===== src/rtl/hazard_pkg.sv =====
// ---------------------------------------------------------------------------
// hazard_pkg
// Shared types for the data-hazard unit of the 5-stage RISC-V pipeline.
//   fwd_sel_e  : operand source chosen for one read port (RF / EX-MEM / MEM-WB)
//   hz_state_e : load-use stall FSM states
//   REG_X0     : architectural zero register index, never forwarded or hazarded
// ---------------------------------------------------------------------------
package hazard_pkg;

  typedef enum logic [1:0] {
    FWD_RF    = 2'b00,
    FWD_EXMEM = 2'b01,
    FWD_MEMWB = 2'b10
  } fwd_sel_e;

  typedef enum logic [0:0] {
    HZ_RUN   = 1'b0,
    HZ_STALL = 1'b1
  } hz_state_e;

  localparam int unsigned REG_X0 = 32'd0;

endpackage


===== src/rtl/hazard_fwd_ctrl_if.sv =====
// ---------------------------------------------------------------------------
// hazard_fwd_ctrl_if
// Bundle between the pipeline registers / PC enables and the hazard unit.
//   Pipeline -> unit : rs_id, rs_ex, rd_ex/regwrite_ex/memread_ex,
//                      rd_mem/regwrite_mem/memread_mem, rd_wb/regwrite_wb,
//                      mem_ready, flush
//   Unit -> pipeline : fwd_sel (2 bits per read port), stall_if, stall_id,
//                      bubble_ex, freeze, stall_cnt
//   master = pipeline side, slave = hazard unit.
// ---------------------------------------------------------------------------
interface hazard_fwd_ctrl_if #(
  parameter int NREAD  = 2,
  parameter int REG_AW = 5,
  parameter int CNT_W  = 16
);

  logic [NREAD*REG_AW-1:0] rs_id;
  logic [NREAD*REG_AW-1:0] rs_ex;
  logic [REG_AW-1:0]       rd_ex;
  logic                    regwrite_ex;
  logic                    memread_ex;
  logic [REG_AW-1:0]       rd_mem;
  logic                    regwrite_mem;
  logic                    memread_mem;
  logic [REG_AW-1:0]       rd_wb;
  logic                    regwrite_wb;
  logic                    mem_ready;
  logic                    flush;

  logic [NREAD*2-1:0]      fwd_sel;
  logic                    stall_if;
  logic                    stall_id;
  logic                    bubble_ex;
  logic                    freeze;
  logic [CNT_W-1:0]        stall_cnt;

  modport master (
    output rs_id, rs_ex, rd_ex, regwrite_ex, memread_ex,
           rd_mem, regwrite_mem, memread_mem, rd_wb, regwrite_wb,
           mem_ready, flush,
    input  fwd_sel, stall_if, stall_id, bubble_ex, freeze, stall_cnt
  );

  modport slave (
    input  rs_id, rs_ex, rd_ex, regwrite_ex, memread_ex,
           rd_mem, regwrite_mem, memread_mem, rd_wb, regwrite_wb,
           mem_ready, flush,
    output fwd_sel, stall_if, stall_id, bubble_ex, freeze, stall_cnt
  );

endinterface


===== src/rtl/fwd_port_sel.sv =====
// ---------------------------------------------------------------------------
// fwd_port_sel
// Forwarding source for a single read port of the instruction in EX.
//   rs_i                          : source register of this port
//   rd_mem_i / regwrite_mem_i /
//   memread_mem_i                 : producer currently in MEM
//   rd_wb_i / regwrite_wb_i       : producer currently in WB
//   sel_o                         : FWD_RF, FWD_EXMEM or FWD_MEMWB
// ---------------------------------------------------------------------------
module fwd_port_sel
  import hazard_pkg::*;
#(
  parameter int REG_AW = 5
) (
  input  logic [REG_AW-1:0] rs_i,
  input  logic [REG_AW-1:0] rd_mem_i,
  input  logic              regwrite_mem_i,
  input  logic              memread_mem_i,
  input  logic [REG_AW-1:0] rd_wb_i,
  input  logic              regwrite_wb_i,
  output fwd_sel_e          sel_o
);

  // Priority compare: x0 reads RF, nearest producer wins; a load sitting in
  // MEM has no data yet in EX/MEM, so it falls through to the WB check.
  always_comb begin
    sel_o = FWD_RF;
    if (rs_i == REG_AW'(REG_X0)) begin
      sel_o = FWD_RF;
    end else if (regwrite_mem_i && !memread_mem_i && (rd_mem_i == rs_i)) begin
      sel_o = FWD_EXMEM;
    end else if (regwrite_wb_i && (rd_wb_i == rs_i)) begin
      sel_o = FWD_MEMWB;
    end else begin
      sel_o = FWD_RF;
    end
  end

endmodule


===== src/rtl/hazard_fwd_ctrl.sv =====
// ---------------------------------------------------------------------------
// hazard_fwd_ctrl
// Data-hazard unit: operand forwarding select, load-use stall FSM, memory-wait
// freeze and a saturating stall-cycle counter.
//   clk    : all state updates on the rising edge
//   reset  : synchronous, active-high; forces every output to 0
//   bus    : hazard_fwd_ctrl_if.slave (pipeline fields in, control out)
// Parameters: NREAD read ports, REG_AW register address width, LOAD_LAT
// load-use stall cycles (>=1), CNT_W stall counter width.
// ---------------------------------------------------------------------------
module hazard_fwd_ctrl
  import hazard_pkg::*;
#(
  parameter int NREAD    = 2,
  parameter int REG_AW   = 5,
  parameter int LOAD_LAT = 1,
  parameter int CNT_W    = 16
) (
  input  logic                  clk,
  input  logic                  reset,
  hazard_fwd_ctrl_if.slave      bus
);

  localparam int REM_W = $clog2(LOAD_LAT + 1);

  localparam logic [0:0] S_RUN   = HZ_RUN;
  localparam logic [0:0] S_STALL = HZ_STALL;

  logic [0:0]         state_q, state_d;
  logic [REM_W-1:0]   rem_q, rem_d;
  logic [CNT_W-1:0]   cnt_q, cnt_d;

  logic               lu_s;
  logic               freeze_s;
  logic               stall_s;
  logic               bubble_s;
  fwd_sel_e           sel_s [NREAD];
  logic [NREAD*2-1:0] fwd_s;

  // One priority selector per read port of the EX instruction
  for (genvar g = 0; g < NREAD; g++) begin : g_port
    fwd_port_sel #(
      .REG_AW         (REG_AW)
    ) u_sel (
      .rs_i           (bus.rs_ex[g*REG_AW +: REG_AW]),
      .rd_mem_i       (bus.rd_mem),
      .regwrite_mem_i (bus.regwrite_mem),
      .memread_mem_i  (bus.memread_mem),
      .rd_wb_i        (bus.rd_wb),
      .regwrite_wb_i  (bus.regwrite_wb),
      .sel_o          (sel_s[g])
    );
  end

  // Pack per-port selects; everything reads as RF while in reset
  always_comb begin
    fwd_s = '0;
    for (int i = 0; i < NREAD; i++) begin
      fwd_s[i*2 +: 2] = reset ? 2'b00 : 2'(sel_s[i]);
    end
  end

  // Load-use: a load in EX writing a non-zero register read by ID
  always_comb begin
    lu_s = 1'b0;
    for (int i = 0; i < NREAD; i++) begin
      lu_s = lu_s | (bus.rs_id[i*REG_AW +: REG_AW] == bus.rd_ex);
    end
    lu_s = lu_s & bus.memread_ex & bus.regwrite_ex & (bus.rd_ex != REG_AW'(REG_X0));
  end

  assign freeze_s = bus.memread_mem & ~bus.mem_ready;

  // Stall FSM next state: freeze holds everything, flush cancels any stall,
  // otherwise RUN starts a stall on lu and STALL counts rem down to zero
  always_comb begin
    state_d  = state_q;
    rem_d    = rem_q;
    stall_s  = 1'b0;
    bubble_s = 1'b0;
    if (freeze_s) begin
      stall_s  = 1'b1;
      bubble_s = 1'b0;
    end else if (bus.flush) begin
      state_d  = S_RUN;
      rem_d    = '0;
    end else begin
      case (state_q)
        S_RUN: begin
          if (lu_s) begin
            stall_s  = 1'b1;
            bubble_s = 1'b1;
            // The first stall cycle is spent in RUN; STALL covers the rest
            if (LOAD_LAT > 1) begin
              state_d = S_STALL;
              rem_d   = REM_W'(LOAD_LAT - 1);
            end else begin
              state_d = S_RUN;
              rem_d   = '0;
            end
          end else begin
            state_d = S_RUN;
            rem_d   = '0;
          end
        end
        S_STALL: begin
          stall_s  = 1'b1;
          bubble_s = 1'b1;
          if (rem_q == REM_W'(1)) begin
            state_d = S_RUN;
            rem_d   = '0;
          end else begin
            state_d = S_STALL;
            rem_d   = rem_q - REM_W'(1);
          end
        end
        default: begin
          state_d = S_RUN;
          rem_d   = '0;
        end
      endcase
    end
  end

  // Saturating count of cycles with stall_id asserted
  always_comb begin
    if (stall_s && (cnt_q != '1)) begin
      cnt_d = cnt_q + CNT_W'(1);
    end else begin
      cnt_d = cnt_q;
    end
  end

  // State, remaining-stall and counter registers with synchronous reset
  always_ff @(posedge clk) begin
    if (reset) begin
      state_q <= S_RUN;
      rem_q   <= '0;
      cnt_q   <= '0;
    end else begin
      state_q <= state_d;
      rem_q   <= rem_d;
      cnt_q   <= cnt_d;
    end
  end

  assign bus.fwd_sel   = fwd_s;
  assign bus.stall_if  = ~reset & stall_s;
  assign bus.stall_id  = ~reset & stall_s;
  assign bus.bubble_ex = ~reset & bubble_s;
  assign bus.freeze    = ~reset & freeze_s;
  assign bus.stall_cnt = cnt_q;

endmodule


===== src/flat_wrapper.sv =====
// flat-port wrapper written by rule: the top's interface ports become plain ports
module hazard_fwd_ctrl_flat import hazard_pkg::*;
#(
  parameter int NREAD    = 2,
  parameter int REG_AW   = 5,
  parameter int LOAD_LAT = 1,
  parameter int CNT_W    = 16
)
  (clk, reset, bus_rs_id, bus_rs_ex, bus_rd_ex, bus_regwrite_ex, bus_memread_ex, bus_rd_mem, bus_regwrite_mem, bus_memread_mem, bus_rd_wb, bus_regwrite_wb, bus_mem_ready, bus_flush, bus_fwd_sel, bus_stall_if, bus_stall_id, bus_bubble_ex, bus_freeze, bus_stall_cnt);
  hazard_fwd_ctrl_if #(.NREAD(NREAD), .REG_AW(REG_AW), .CNT_W(CNT_W)) bus_i ();
  input  logic clk;
  input  logic reset;
  input wire logic [$bits(bus_i.rs_id)-1:0] bus_rs_id;
  input wire logic [$bits(bus_i.rs_ex)-1:0] bus_rs_ex;
  input wire logic [$bits(bus_i.rd_ex)-1:0] bus_rd_ex;
  input wire logic [$bits(bus_i.regwrite_ex)-1:0] bus_regwrite_ex;
  input wire logic [$bits(bus_i.memread_ex)-1:0] bus_memread_ex;
  input wire logic [$bits(bus_i.rd_mem)-1:0] bus_rd_mem;
  input wire logic [$bits(bus_i.regwrite_mem)-1:0] bus_regwrite_mem;
  input wire logic [$bits(bus_i.memread_mem)-1:0] bus_memread_mem;
  input wire logic [$bits(bus_i.rd_wb)-1:0] bus_rd_wb;
  input wire logic [$bits(bus_i.regwrite_wb)-1:0] bus_regwrite_wb;
  input wire logic [$bits(bus_i.mem_ready)-1:0] bus_mem_ready;
  input wire logic [$bits(bus_i.flush)-1:0] bus_flush;
  output wire logic [$bits(bus_i.fwd_sel)-1:0] bus_fwd_sel;
  output wire logic [$bits(bus_i.stall_if)-1:0] bus_stall_if;
  output wire logic [$bits(bus_i.stall_id)-1:0] bus_stall_id;
  output wire logic [$bits(bus_i.bubble_ex)-1:0] bus_bubble_ex;
  output wire logic [$bits(bus_i.freeze)-1:0] bus_freeze;
  output wire logic [$bits(bus_i.stall_cnt)-1:0] bus_stall_cnt;
  assign bus_i.rs_id = bus_rs_id;
  assign bus_i.rs_ex = bus_rs_ex;
  assign bus_i.rd_ex = bus_rd_ex;
  assign bus_i.regwrite_ex = bus_regwrite_ex;
  assign bus_i.memread_ex = bus_memread_ex;
  assign bus_i.rd_mem = bus_rd_mem;
  assign bus_i.regwrite_mem = bus_regwrite_mem;
  assign bus_i.memread_mem = bus_memread_mem;
  assign bus_i.rd_wb = bus_rd_wb;
  assign bus_i.regwrite_wb = bus_regwrite_wb;
  assign bus_i.mem_ready = bus_mem_ready;
  assign bus_i.flush = bus_flush;
  assign bus_fwd_sel = bus_i.fwd_sel;
  assign bus_stall_if = bus_i.stall_if;
  assign bus_stall_id = bus_i.stall_id;
  assign bus_bubble_ex = bus_i.bubble_ex;
  assign bus_freeze = bus_i.freeze;
  assign bus_stall_cnt = bus_i.stall_cnt;
  hazard_fwd_ctrl #(.NREAD(NREAD), .REG_AW(REG_AW), .LOAD_LAT(LOAD_LAT), .CNT_W(CNT_W)) u_core (.clk(clk), .reset(reset), .bus(bus_i));
endmodule

===== config.mk =====
export PLATFORM = sky130hd
export DESIGN_NAME = hazard_fwd_ctrl_flat
export DESIGN_NICKNAME = d
export VERILOG_FILES = /design/src/rtl/hazard_pkg.sv /design/src/rtl/hazard_fwd_ctrl_if.sv /design/src/rtl/fwd_port_sel.sv /design/src/rtl/hazard_fwd_ctrl.sv /design/src/flat_wrapper.sv
export SDC_FILE = /design/constraint.sdc
export NUM_CORES = 1
export LEC_CHECK = 0
export ABC_AREA = 1
export ABC_CLOCK_PERIOD_IN_PS = 1420
export BUFFER_PORTS_ARGS = -buffer_cell sky130_fd_sc_hd__clkbuf_2
export CAP_MARGIN = 20
export CORE_MARGIN = 3
export CORE_UTILIZATION = 40
export DETAILED_ROUTE_END_ITERATION = 10
export GPL_ROUTABILITY_DRIVEN = 0
export PLACE_DENSITY = 0.82
export SLEW_MARGIN = 20
export SYNTH_ARGS = -nofsm -noshare
export SYNTH_HDL_FRONTEND = slang
export SYNTH_SLANG_ARGS = --single-unit

===== constraint.sdc =====
create_clock -name clk -period 1.42 [get_ports clk]
set_input_delay 0.284 -clock clk [delete_from_list [all_inputs] [get_ports clk]]
set_output_delay 0.284 -clock clk [all_outputs]
set_load 0.02 [all_outputs]

==> impl_metrics.tcl <==
set metrics [dict create \
    status "finished, violations left" \
    failed_checks "negative setup slack" \
    place_ws_ps -325 \
    met2_usage 0.492 \
    overflow 0 \
    vias 2399 \
    start_util 0.422 \
    cts_buffer_depth 2 \
    clock-root-buffer "clkbuf_8" \
    grt_use_met1 0.253 \
    gr-max-usage-layer "met2" \
    worst-path-stages 9 \
    ctsHtreeMaxLevel 1 \
    setup_tns_ps -6340 \
    numClockSinks 17 \
    cp-startpoint "u_core.bus.stall_cnt[6]" \
    startpoint_type "register" \
    track_usage 0.252 \
    cp_max_fo 5 \
    portBuffers 67 \
    cts_inserted_buffers 3 \
    r2r_setup_slack_ps -370 \
    fin_util 0.853 \
    r2r_end "u_core.bus.stall_cnt[12]" \
    clk_pin_slew_ps 80 \
    dp_hpwl_mm 3.75 \
    crit_family "simple AND/OR/NAND/NOR gates" \
    max_clock_freq_mhz 558 \
    reg2reg_depth 9 \
    ys_ff_latch 17 \
    cts_hold_buf 0 \
    synth_fp_nets 310 \
    num_io_pins 68 \
    first_pass_iters 4 \
    arrival_ps 1990 \
    diodes 0 \
    final_cells 446 \
    dieArea_mm2 0.00470 \
    cts_tree "yes" \
    timing.setup.critical_path_class "reg2reg" \
    grt_pass1_vias 2177 \
    maxCapViolCount 0 \
    peakVddDrop_mv 0.269 \
    crit_required_ps 1620 \
    path_cells "nand4_1, nor2_4, nand2_4, nor2_8, buf_6, nor2_2, nand3_1, nand2_1, nor2_1" \
    drtAntennaViolNets 0 \
    cp-endpoint "u_core.bus.stall_cnt[12]" \
    drive_above_1_share 0.621 \
    antenna_found_initial 0 \
    ys_types 33 \
    grt_max_degree 31 \
    slowest_stage "dfxtp_1" \
    syn_to_final_growth_pct 102 \
    wl_per_cell_um 16.3 \
    clock_latency_ps 260 \
    hp-class "in2reg" \
    cpPeakStageDelay_ps 470 \
    worstMarginPinSlew_ps 315 \
    syn-cell-area_mm2 0.00157 \
    via_per_inst 5.38 \
    finalSetupViolCount 23 \
    core.rowCount 22 \
    die_h_um 68.6 \
    r2r-start "u_core.bus.stall_cnt[6]" \
    die_x_um 68.6 \
    p_leak_nw 1.56 \
    fin_ws_ps -371 \
    wl_mm 7.25 \
    hold_depth 4 \
    path_buf_inv 1 \
    dp_cells 422 \
    drc 0 \
    slew_viol_final 0 \
    fillers 187 \
    relSlewSlack 0.790 \
    min_period_over_period 1.26 \
    syn_area_per_cell_um2 5.91 \
    pwr_density_cell_mw_per_mm2 429 \
    finalHoldViolCount 0 \
    core_area_mm2 0.00372 \
    drt_iter0_markers 172 \
    ys_seq_area_frac 0.217 \
    yosysWarnings 0 \
    clock_skew_ps 5.40 \
    min_period_ps 1790 \
    grt_first_pass_wirelength_mm 9.03 \
    syn_inst 265 \
    layout.nets 444 \
    met3_usage 0.0259 \
    worst_setup_path_end_kind "register" \
    rsz0062_at_grt "true" \
]
-- layout make-up --
| class | count | area [um^2] | share of cell area |
|---|---|---|---|
| multi-input combinational | 198 | 1460 | 0.461 |
| timing repair buffer | 135 | 1060 | 0.336 |
| sequential | 17 | 359 | 0.113 |
| inverter | 44 | 179 | 0.0565 |
| tap | 48 | 60.1 | 0.0189 |
| clock buffer | 3 | 41.3 | 0.0130 |
| clock inverter | 1 | 5.00 | 0.00158 |
-- cell families (layout without fill, tap and decap cells) --
group	Yosys count	after routing	synth area share
AND/OR/NAND/NOR	162	162	0.493
flip-flops	17	17	0.217
adder cells (fa/ha/maj)	1	1	0.00799
XOR/XNOR	8	8	0.0447
buffers and inverters	50	183	0.134
AO/OA/AOI/OAI	27	27	0.103
-- power breakdown --
group	internal, mW	total (mW)	switching, mW
sequential	0.482	0.490	0.00784
combinational	0.226	0.485	0.259
clock	0.195	0.385	0.189
total	0.904	1.36	0.456
-- repair_timing --
action	4_1_cts	5_1_grt
endpoints found under the hold margin	0	0
setup buffers	11	9
gates resized for setup	57	88
endpoints found under the setup margin	23	23
pin swaps	29	39
-- flip-flops by register name, summed over array words and instances, names as in the netlist --
name and count:
u_core.bus.stall_cnt 16, u_core.state_q 1
-- cells in the final DEF (no fill, tap or decap), types with 2 or more instances in the layout --
cell type  Yosys  layout
inv_1         37      28
xor2_1         5       4
nand3_1       24      14
clkbuf_8       0       8
buf_6          1      19
o22ai_4        0       2
nor3b_4        0       3
nor4_2         0       2
dfxtp_1       17       6
nor2_2         1       9
nand3_4        0       4
dfxtp_2        0       9
xnor2_1        3       3
clkbuf_2       0      50
clkinv_2       0       2
nand2_4        1       4
nor3_2         0       7
nor3_1        11       2
a21oi_2        0       9
nor2_4         3      12
buf_4          3      52
a21oi_1       15       6
buf_12         0       3
dfxtp_4        0       2
inv_2          5      12
buf_8          0       5
nand3_2        2       8
nand2_2        5      10
o22ai_1        6       4
nand4_1        3       3
inv_4          1       2
nor2_1        45      28
nand2_1       58      50
nor3_4         0       2
-- cells in the mapped netlist --
library cell / number / area (um^2)
a21oi_1: 15 / 75.1
nor2_8: 1 / 20.0
nand3_1: 24 / 120
nand3b_4: 1 / 20.0
nand2_1: 58 / 218
a221oi_1: 2 / 17.5
nor2_2: 1 / 6.26
o21ai_0: 1 / 5.00
o22ai_1: 6 / 37.5
nand2_2: 5 / 31.3
nor4_1: 3 / 18.8
nand4_1: 3 / 18.8
ha_1: 1 / 12.5
a2111oi_0: 2 / 17.5
inv_2: 5 / 18.8
nor3_1: 11 / 55.1
nor3b_1: 3 / 22.5
inv_1: 37 / 139
nand3_2: 2 / 20.0
buf_6: 1 / 11.3
nor2_1: 45 / 169
clkinv_1: 1 / 3.75
nand3b_1: 1 / 7.51
nor2_4: 3 / 33.8
buf_2: 1 / 5.00
dfxtp_1: 17 / 340
clkbuf_1: 1 / 3.75
xnor2_1: 3 / 26.3
o2111ai_1: 1 / 8.76
inv_4: 1 / 6.26
xor2_1: 5 / 43.8
buf_4: 3 / 22.5
nand2_4: 1 / 11.3
-- per-stage QoR --
| step | hold WS, ps | instance area (um^2) | total power [mW] |
|---|---|---|---|
| after CTS | 386 | 2760 | 1.25 |
| after detailed placement | 449 | 2380 | 0.847 |
| after floorplan | 424 | 1660 | 0.680 |
| after global placement | 434 | 2380 | 0.839 |
| after global routing | 382 | 3170 | 1.41 |
| final | 373 | 3170 | 1.36 |
-- worst min path at each step --
| stage | start | end | slack, ps |
|---|---|---|---|
| 2_1_floorplan | u_core.state_q | u_core.state_q | 420 |
| 3_3_place_gp | u_core.state_q | u_core.state_q | 430 |
| 3_5_place_dp | u_core.state_q | u_core.state_q | 450 |
| 4_1_cts | bus_mem_ready | u_core.state_q | 390 |
| 5_1_grt | bus_mem_ready | u_core.state_q | 380 |
| 6_report | bus_mem_ready | u_core.state_q | 370 |
-- metal layers --
metal | part of all wire | up-vias
met5 | 0 | -
met4 | 0.047 | 0
met3 | 0.062 | 34
met2 | 0.55 | 130
met1 | 0.34 | 1108
li1 | - | 1127
-- worst reg2reg max path, stage by stage, from the launching register on --
cell and delay (ps):
dfxtp_1 470, nand4_1 250, nor2_4 240, nand2_4 100
nor2_8 230, buf_6 140, nor2_2 30, nand3_1 90
nand2_1 80, nor2_1 100
Power figures use the tool's default switching activity.
